[src/rtl/pulse_sync_fast.sv]
// Fast-domain receiver for a slow/asynchronous request level: synchronize, qualify, one-shot pulse, 4-phase ack.
// Optional macro PULSE_SYNC_STRETCH_EN stretches the pulse to PULSE_W cycles (default build: 1-cycle pulse).
module pulse_sync_fast #(
    parameter int SYNC_STAGES = 2,
    parameter int QUAL_CYCLES = 4,
    parameter int HOLDOFF     = 3,
    parameter int PULSE_W     = 4
) (
    input  logic       fast_clk,
    input  logic       clr_n,
    input  logic       level_in,
    input  logic       enable,
    output logic       pulse_out,
    output logic       ack_out,
    output logic       busy,
    output logic [7:0] glitch_cnt
);

    typedef enum logic [2:0] {
        IDLE  = 3'd0,
        QUAL  = 3'd1,
        PULSE = 3'd2,
        ACKW  = 3'd3,
        HOLD  = 3'd4
    } state_t;

    localparam logic [7:0] QUAL_LAST = 8'(QUAL_CYCLES);
    localparam logic [7:0] HOLD_LAST = 8'(HOLDOFF);

    generate
        if (SYNC_STAGES < 2 || SYNC_STAGES > 4 || QUAL_CYCLES < 1 || QUAL_CYCLES > 255 ||
            HOLDOFF < 0 || HOLDOFF > 255 || PULSE_W < 1 || PULSE_W > 255) begin : g_bad_params
            $error("pulse_sync_fast: parameter out of legal range");
        end
    endgenerate

    logic [SYNC_STAGES-1:0] sync_q;
    logic                   s;
    state_t                 state_q;
    logic [7:0]             qcnt_q;
    logic [7:0]             hcnt_q;
    logic                   pulse_q;
    logic                   ack_q;
    logic                   busy_q;
    logic [7:0]             glitch_q;
`ifdef PULSE_SYNC_STRETCH_EN
    localparam logic [7:0] PULSE_LAST = 8'(PULSE_W);
    logic [7:0]             wcnt_q;
`endif

    always_ff @(posedge fast_clk or negedge clr_n) begin
        if (!clr_n) begin
            sync_q <= '0;
        end else begin
            sync_q <= {sync_q[SYNC_STAGES-2:0], level_in};
        end
    end

    assign s = sync_q[SYNC_STAGES-1];

    // Outputs are updated together with the state so each one comes straight from a flop.
    always_ff @(posedge fast_clk or negedge clr_n) begin
        if (!clr_n) begin
            state_q  <= IDLE;
            qcnt_q   <= '0;
            hcnt_q   <= '0;
            pulse_q  <= 1'b0;
            ack_q    <= 1'b0;
            busy_q   <= 1'b0;
            glitch_q <= '0;
`ifdef PULSE_SYNC_STRETCH_EN
            wcnt_q   <= '0;
`endif
        end else begin
            case (state_q)
                IDLE: begin
                    if (enable && s) begin
                        state_q <= QUAL;
                        qcnt_q  <= 8'd1;
                        busy_q  <= 1'b1;
                    end
                end
                QUAL: begin
                    if (!s) begin
                        state_q <= IDLE;
                        busy_q  <= 1'b0;
                        if (glitch_q != 8'hFF) begin
                            glitch_q <= glitch_q + 8'd1;
                        end
                    end else if (!enable) begin
                        state_q <= IDLE;
                        busy_q  <= 1'b0;
                    end else if (qcnt_q == QUAL_LAST) begin
                        state_q <= PULSE;
                        pulse_q <= 1'b1;
                        ack_q   <= 1'b1;
`ifdef PULSE_SYNC_STRETCH_EN
                        wcnt_q  <= 8'd1;
`endif
                    end else begin
                        qcnt_q <= qcnt_q + 8'd1;
                    end
                end
                PULSE: begin
`ifdef PULSE_SYNC_STRETCH_EN
                    // Width is fixed once accepted; s dropping mid-pulse does not shorten it.
                    if (wcnt_q == PULSE_LAST) begin
                        state_q <= ACKW;
                        pulse_q <= 1'b0;
                    end else begin
                        wcnt_q <= wcnt_q + 8'd1;
                    end
`else
                    state_q <= ACKW;
                    pulse_q <= 1'b0;
`endif
                end
                ACKW: begin
                    if (!s) begin
                        ack_q <= 1'b0;
                        if (HOLDOFF == 0) begin
                            state_q <= IDLE;
                            busy_q  <= 1'b0;
                        end else begin
                            state_q <= HOLD;
                            hcnt_q  <= 8'd1;
                        end
                    end
                end
                HOLD: begin
                    if (hcnt_q == HOLD_LAST) begin
                        state_q <= IDLE;
                        busy_q  <= 1'b0;
                    end else begin
                        hcnt_q <= hcnt_q + 8'd1;
                    end
                end
                default: begin
                    state_q <= IDLE;
                    pulse_q <= 1'b0;
                    ack_q   <= 1'b0;
                    busy_q  <= 1'b0;
                end
            endcase
        end
    end

    assign pulse_out  = pulse_q;
    assign ack_out    = ack_q;
    assign busy       = busy_q;
    assign glitch_cnt = glitch_q;

endmodule

[config.mk]
export PLATFORM = sky130hd
export DESIGN_NAME = pulse_sync_fast
export DESIGN_NICKNAME = d
export VERILOG_FILES = /design/src/rtl/pulse_sync_fast.sv
export SDC_FILE = /design/constraint.sdc
export NUM_CORES = 1
export LEC_CHECK = 0
export CAP_MARGIN = 30
export CORE_UTILIZATION = 30
export DETAILED_ROUTE_END_ITERATION = 12
export PLACE_DENSITY = 0.44
export SLEW_MARGIN = 15
export SYNTH_ARGS = -nofsm -noshare
export SYNTH_HDL_FRONTEND = slang
export SYNTH_SLANG_ARGS = --single-unit
[constraint.sdc]
create_clock -name fast_clk -period 2.4 [get_ports fast_clk]
set_input_delay 0.48 -clock fast_clk [delete_from_list [all_inputs] [get_ports fast_clk]]
set_output_delay 0.48 -clock fast_clk [all_outputs]
set_load 0.05 [all_outputs]
======== Yosys cells after proc, flatten, opt, wreduce, memory -nomap -nowiden ========
Index checks and enable logic that the tools add are counted.
operators by class
  mux-type cells .......................... 26
  add/sub/neg operators ................... 3
  bitwise logic cells ..................... 4
  reduce and logical (&&, ||, !) cells .... 14
  eq/ne operators ......................... 17
operator list
  kind                   count
  $mux W8                6
  $pmux W8 S2            2
  $add A8 B1 Y8 const B  3
  $mux W3                6
  $ne A2 B2 Y1 const B   8
  $pmux W3 S5            1
  $reduce_and A4 Y1      3
  $reduce_and A5 Y1      2
  $eq A8 B2 Y1 const B   1
  $eq A8 B3 Y1 const B   1
  $mux W1                8
  $ne A8 B8 Y1 const B   1
  $eq A3 B2 Y1 const B   2
  $reduce_and A3 Y1      2
  $reduce_or A3 Y1       2
  $ne A4 B4 Y1 const B   1
  $not A1 Y1             4
  $pmux W1 S4            1
  $reduce_bool A2 Y1     2
  $eq A3 B1 Y1 const B   1
  $eq A3 B3 Y1 const B   1
  $logic_not A3 Y1       1
  $ne A3 B3 Y1 const B   1
  $pmux W1 S3            1
  3 further kinds        3
word-level totals
  bits in registers ....................... 32
  output and inout bits ................... 11
  bits of input ports ..................... 4
  logic and storage cells ................. 72

======== Depth between registers and ports, before layout ========
Gate-level depths: netlist of the first run.
  depth in word-level cells ............... 5
  mapped depth ............................ 7
  gate-level depth less buffers ........... 6

======== Worst setup path before layout of the first run ========
Ideal clock, no wire load.
  kind .................................... register to register
  start point ............................. reg glitch_q[0], in the netlist glitch_cnt[0]
  end point ............................... reg glitch_q[5], in the netlist glitch_cnt[5]
  clock period less this slack ............ 1,881 ps
  library setup time ...................... 82 ps
  cell stages (with the launch flop) ...... 7
  buffers on the path ..................... 1
  data required time ...................... 2,318 ps
  data arrival time ....................... 1,799 ps
  slack ................................... 519 ps
  path through ............................ dfrtp_1 > ha_1 > and3_1 > a311o_1 > buf_6 > nor3_4 > xor2_1
on the way
  longest elaborated chain between the ends .. 2
  elaborated cells on any way between the ends .. 3
  those cells by class .................... 1 x add/sub; 1 x eq/ne; 1 x reduce/logical
ends and longest elaborated chain
  what                                                   line  RTL
  from (decl)                                            45    logic [7:0] glitch_q;
  from (signal assigned)                                 88    glitch_q <= glitch_q + 8'd1;
  branches (longest 2 deep; another with $add A8 B1 Y8)  --
Several ways; the timed one is not identified.
A chain may end at the register's enable or synchronous reset.

======== Worst setup path after layout of the first run ========
  start point ............................. reg glitch_q[3], in the netlist glitch_cnt[3]
  end point ............................... out glitch_cnt[3]
RTL lines
  what       line  RTL
  to (decl)  16    output logic [7:0] glitch_cnt
No word-level cell between the ends.

==> results of run 1 <==
==> metal layers <==
| metal | routed length, um | vias up | GRT usage [%] |
|---|---|---|---|
| li1 | - | 653 | - |
| met1 | 1595 | 632 | 16.63 |
| met2 | 1830 | 28 | 22.74 |
| met3 | 142 | 10 | 4.048 |
| met4 | 78 | 0 | 5.849 |
| met5 | 0 | - | 0 |
==> sequential cells by signal, summed over array words and instances, names as in the netlist <==
| signal | count |
|---|---|
| glitch_cnt | 8 |
| busy | 1 |
| sync_q | 2 |
| hcnt_q | 8 |
| ack_out | 1 |
| pulse_out | 1 |
| state_q | 3 |
| qcnt_q | 8 |
==> through the flow <==
| stage | cell area, um2 | setup slack, ps | std cells |
|---|---|---|---|
| final | 1989 | 373.4 | 257 |
| after detailed placement | 1921 | 314.8 | 252 |
| after floorplan | 1698 | 518.9 | 169 |
| after global placement | 1921 | 336.3 | 252 |
| after CTS | 1989 | 355.9 | 257 |
| after global routing | 1989 | 293.0 | 257 |
==> synth_stat cells, drive strengths merged (4+ instances only) <==
library cell and n:
a21oi 15, a31oi 4, buf 4, dfrtp 32, ha 4, inv 7
nand2 13, nand3 10, nor2 15, o21ai 9, xor2 7
==> worst max-delay path by stage <==
stage | startpoint | to | slack (ps) | cells past startpoint
2_1_floorplan | glitch_cnt[0] | glitch_cnt[5] | 520 | 6
3_3_place_gp | enable | qcnt_q[6] | 340 | 6
3_5_place_dp | enable | hcnt_q[0] | 310 | 5
4_1_cts | glitch_cnt[3] | glitch_cnt[3] | 360 | 1
5_1_grt | state_q[2] | glitch_cnt[5] | 290 | 4
6_report | glitch_cnt[3] | glitch_cnt[3] | 370 | 1
==> layout make-up <==
type / instances / area share, %
clock buffers: 5 / 3.459
inverters: 7 / 1.321
multi-input cells: 123 / 41.89
flip-flops and latches: 32 / 40.25
well taps: 72 / 4.528
repair buffers: 18 / 8.553
==> cells by family (layout without fill, tap and decap cells) <==
group / Yosys count / in the layout / synth area share [%]
xor gates and xnor gates: 8 / 8 / 4.127
adders and majority gates: 4 / 4 / 2.948
and+or+nand+nor: 61 / 61 / 20.34
AOI/OAI and AO/OA: 45 / 45 / 18.57
DFF: 32 / 32 / 47.16
buffers and inverters: 14 / 30 / 3.758
muxes: 5 / 5 / 3.095
==> power by group through the flow <==
stage	clock network (mW)	registers [mW]	logic, mW
floorplan	0	1.04	0.445
global placement	0	0.872	0.890
detailed placement	0	0.879	0.891
CTS	0.384	0.872	0.897
global route	0.411	0.902	0.984
finish	0.368	0.871	0.888
==> flow_summary.json, run 1 <==
{
  "die-height_um": 77.23,
  "r2r-start": "hcnt_q[0]",
  "cp_max_fo": 6,
  "synth_top_area_share_pct": 47.16,
  "path_cells": "clkdlybuf4s50_1",
  "numCtsBuffers": 5,
  "grt_pass1_vias": 1331,
  "regArea_um2": 800.8,
  "setup_viol_count_final": 0,
  "wirelength_um": 3646,
  "wl_per_cell_um": 14.19,
  "comb_power_share_pct": 41.7,
  "ys_seq_area_share_pct": 47.16,
  "swShare_pct": 42.81,
  "die_area_mm2": 0.005964,
  "ys.flop_type": "dfrtp_1",
  "layout_worst_path_cycle_share_pct": 84.44,
  "setup-tns-final_ps": 0,
  "finalCriticalPeriod_ps": 2027,
  "grt_pass1_wl_um": 6430,
  "finalMaxSlewViolations": 0,
  "internal_power_mw": 1.217,
  "cts_max_level": 2,
  "r2r_cells": 5,
  "grt_usage_pct": 13.80,
  "grt_max_degree": 33,
  "ir_drop_mv": 0.5659,
  "cp-end-kind": "primary output",
  "vias_per_cell": 5.148,
  "worstSetupStartpointType": "flop",
  "nets": 195,
  "netlist_area_mm2": 0.001698,
  "clk_latency_ps": 280,
  "cp.required_ps": 1920,
  "whs_ps": 360.5,
  "clock-sinks": 32,
  "synthDistinctLibCells": 46,
  "cts_hold_buf": 0,
  "antenna_found_initial": 0,
  "grt_setup_unrepaired": "false",
  "power_mw": 2.127,
  "drt_iter0_markers": 69,
  "syn_inst": 169,
  "syn-num-nets": 177,
  "gr-total-overflow": 0,
  "gp_congestion": 0.7532,
  "cts_root_buf": "clkbuf_8",
  "p_clk_share_pct": 17.3,
  "areaGrowthSynthToFinish_pct": 17.17,
  "fin_worst_skew_ps": 4.175,
  "yosys.area.top_type": "dfrtp_1",
  "drc": 0,
  "whs_path_depth": 0,
  "max_slew.worst_pin.slew_ps": 573.0,
  "cts_resized": 0,
  "port_buffers": 14,
  "num_vias": 1323,
  "dp_hpwl_um": 2627,
  "slew_headroom_pct": 61.71,
  "slowest_stage": "clkdlybuf4s50_1",
  "die_x_um": 77.23,
  "max_clock_freq_mhz": 493.4,
  "cts_tree": "done",
  "synth.area.top_cells": "dfrtp_1, a21oi_1, xor2_1",
  "synth_edf_count": 0,
  "worstHoldEndpoint": "sync_q[1]",
  "antenna_cells": 0,
  "async_flop_share_pct": 100.0,
  "r2r_setup_slack_ps": 390,
  "firstDrtPassIters": 4,
  "p_switching_mw": 0.9106,
  "drv_cap": 0,
  "num_rows": 27,
  "io-pin-count": 15,
  "seqPwrFrac_pct": 40.9,
  "core-area_mm2": 0.005473,
  "r2r_end": "hcnt_q[0]",
  "hold_start": "sync_q[0]",
  "clk_pin_slew_ps": 60,
  "postRouteAntennaNets": 0,
  "power.density_mw_per_mm2": 1069,
  "worst_ep_arrival_time_ps": 1550,
  "yosys_warnings": 0,
  "nFillCells": 573,
  "cts_setup_buffers": 0,
  "path_class": "reg2out",
  "crit_family": "buffers and inverters",
  "multi_input_area_um2": 833.3,
  "crit_buf_inv": 1,
  "mostFrequentLayoutCells": "dfrtp_1, a21oi_1, nor2_1, clkdlybuf4s50_1, nand2_1",
  "p_leak_nw": 0.8482,
  "initial_utilization_pct": 31.02,
  "layout-drive-gt1-share_pct": 11.35,
  "final_util_pct": 36.35,
  "min-delay-path-class": "reg2reg",
  "status": "complete, no violations",
  "hold_viol": 0,
  "slowest_delay_ps": 840,
  "avgSynthCellArea_um2": 10.05,
  "cts_buffer_depth": 2,
  "ys_ff_latch": 32,
  "layout_commonest_cell": "dfrtp_1"
}
(Power assumes the default switching activity.)
==> run 2: changes to the inputs <==
--- a/config.mk
+++ b/config.mk
@@ -8,7 +8,7 @@
 export CAP_MARGIN = 30
 export CORE_UTILIZATION = 30
 export DETAILED_ROUTE_END_ITERATION = 12
-export PLACE_DENSITY = 0.44
+export PLACE_DENSITY = 0.46
 export SLEW_MARGIN = 15
 export SYNTH_ARGS = -nofsm -noshare
 export SYNTH_HDL_FRONTEND = slang
==> constraint.sdc (replaced) <==
create_clock -name fast_clk -period 1.6 [get_ports fast_clk]
set_input_delay 0.32 -clock fast_clk [delete_from_list [all_inputs] [get_ports fast_clk]]
set_output_delay 0.32 -clock fast_clk [all_outputs]
set_load 0.05 [all_outputs]
==> flow_summary.json, run 2 (same netlist as run 1, synthesis figures left out) <==
{
  "clock-sinks": 32,
  "setup-tns-final_ps": -1766,
  "wl_per_cell_um": 14.67,
  "met1_usage_pct": 21.72,
  "grt_max_degree": 33,
  "cts_root_buf": "clkbuf_8",
  "antenna_found_initial": 0,
  "worstSetupStartpointType": "flop",
  "initial_utilization_pct": 31.02,
  "layout_commonest_cell": "buf_4",
  "cts_tree": "done",
  "grt_setup_unrepaired": "true",
  "seqPwrFrac_pct": 29.3,
  "path_class": "reg2reg",
  "comb_power_share_pct": 55.9,
  "finalWorstSetupSlack_ps": -262.2,
  "max_clock_freq_mhz": 537.0,
  "postRouteAntennaNets": 0,
  "antenna_cells": 0,
  "gr-max-usage-layer": "met2",
  "hold_start": "sync_q[0]",
  "cts_max_level": 2,
  "slew_headroom_pct": 76.12,
  "min-delay-path-class": "reg2reg",
  "io-pin-count": 15,
  "finalCriticalPeriod_ps": 1862,
  "clk_pin_slew_ps": 70,
  "cp.required_ps": 1760,
  "die-height_um": 77.23,
  "r2r_end": "busy",
  "fin_worst_skew_ps": 6.664,
  "cp-end-kind": "flop",
  "layout-drive-gt1-share_pct": 49.15,
  "whs_ps": 351.4,
  "grt_pass1_vias": 1575,
  "nets": 241,
  "grt_pass1_wl_um": 7659,
  "areaGrowthSynthToFinish_pct": 58.95,
  "die_area_mm2": 0.005964,
  "clk_latency_ps": 280,
  "wirelength_um": 4488,
  "violations": "negative setup slack",
  "worst_ep_arrival_time_ps": 2020,
  "die_x_um": 77.23,
  "mostFrequentLayoutCells": "buf_4, dfrtp_1, buf_12, nand3_1, nand2_1",
  "layout_worst_path_cycle_share_pct": 116.4,
  "grt_usage_pct": 16.67,
  "hold_viol": 0,
  "r2r-start": "hcnt_q[1]",
  "core-area_mm2": 0.005473,
  "internal_power_mw": 2.584,
  "cp_max_fo": 4,
  "setup_viol_count_final": 16,
  "p_switching_mw": 1.712,
  "firstDrtPassIters": 4,
  "finalMaxSlewViolations": 0,
  "grt_util_met2_pct": 26.46,
  "p_leak_nw": 1.182,
  "num_vias": 1551,
  "power_mw": 4.297,
  "whs_path_depth": 0,
  "cts_buffer_depth": 2,
  "gr-total-overflow": 0,
  "port_buffers": 14,
  "vias_per_cell": 5.069,
  "drv_cap": 0,
  "status": "finished with violations",
  "numCtsBuffers": 5,
  "swShare_pct": 39.86,
  "gp_congestion": 0.8418,
  "preCtsSetupSlack_ps": -253.8,
  "ir_drop_mv": 0.8755,
  "r2r_setup_slack_ps": -260,
  "max_slew.worst_pin.slew_ps": 357.2,
  "num_rows": 27,
  "worstHoldEndpoint": "sync_q[1]",
  "dp_hpwl_um": 3118,
  "power.density_mw_per_mm2": 1592,
  "drc": 0,
  "drt_iter0_markers": 40,
  "grt_util_met3_pct": 3.571,
  "p_clk_share_pct": 14.8,
  "r2r_cells": 6
}
-- run 2: cell count changes in the layout (fill, tap and decap cells not counted), sizes merged --
cell,change
clkdlybuf4s50,-11
clkbuf,+3
buf,+57
-- run 2: how the worst max path moves through the flow --
stage          startpoint        end  slack, ps  cells after the start
3_5_place_dp       enable  qcnt_q[7]       -250                      6
4_1_cts         hcnt_q[0]  hcnt_q[4]       -250                      6
6_report        hcnt_q[1]       busy       -260                      6
5_1_grt         hcnt_q[0]       busy       -340                      6
3_3_place_gp    hcnt_q[0]  hcnt_q[1]       -190                      6
2_1_floorplan   hcnt_q[0]  hcnt_q[2]       -210                      5
-- run 2: layer usage --
metal,wire (um),vias up
li1,-,749
met1,2022,766
met2,2241,27
met3,146,9
met4,78,0
met5,0,-
-- run 2: cell type report --
type	count	area [um2]
fillers	515	2774
clock buffers	8	90.09
well taps	72	90.09
repair buffers	64	660.6
flip-flops and latches	32	807.0
multi-input cells	123	1025
inverters	7	26.28
-- run 2: what timing repair did --
item,4_1_cts,5_1_grt
gates resized for setup,23,12
pin swaps,14,14
buffers inserted,9,2
setup endpoints to repair,23,29
cloned,1,0
hold buffers,0,0
-- run 2: power by group through the flow --
stage / clock network, mW / logic (mW) / registers, mW
after floorplan: 0 / 0.755 / 1.60
after global placement: 0 / 2.09 / 1.24
after CTS: 0.664 / 2.37 / 1.25
after detailed placement: 0 / 2.12 / 1.26
after global routing: 0.706 / 2.59 / 1.28
final: 0.636 / 2.40 / 1.26
-- run 2: critical path, stage by stage, from the launching register on --
cell and delay, ps:
dfrtp_1 360, ha_2 180, or4b_4 480, o41a_1 460, buf_4 170, nand2_2 50
o21ai_1 50
-- run 2: through the flow --
stage	util [%]	area (um2)	instances
finish	49.31	2699	306
global route	49.31	2699	306
CTS	48.47	2653	305
detailed placement	43.87	2401	287
global placement	43.87	2401	287
floorplan	-	1793	169
==> run 3: changes to the inputs <==
--- a/config.mk
+++ b/config.mk
@@ -9,7 +9,6 @@
 export CORE_UTILIZATION = 30
 export DETAILED_ROUTE_END_ITERATION = 12
 export PLACE_DENSITY = 0.46
-export SLEW_MARGIN = 15
 export SYNTH_ARGS = -nofsm -noshare
 export SYNTH_HDL_FRONTEND = slang
 export SYNTH_SLANG_ARGS = --single-unit
==> results of run 3 <==
No change in the layout: final DEF, timing and power equal those of run 2.
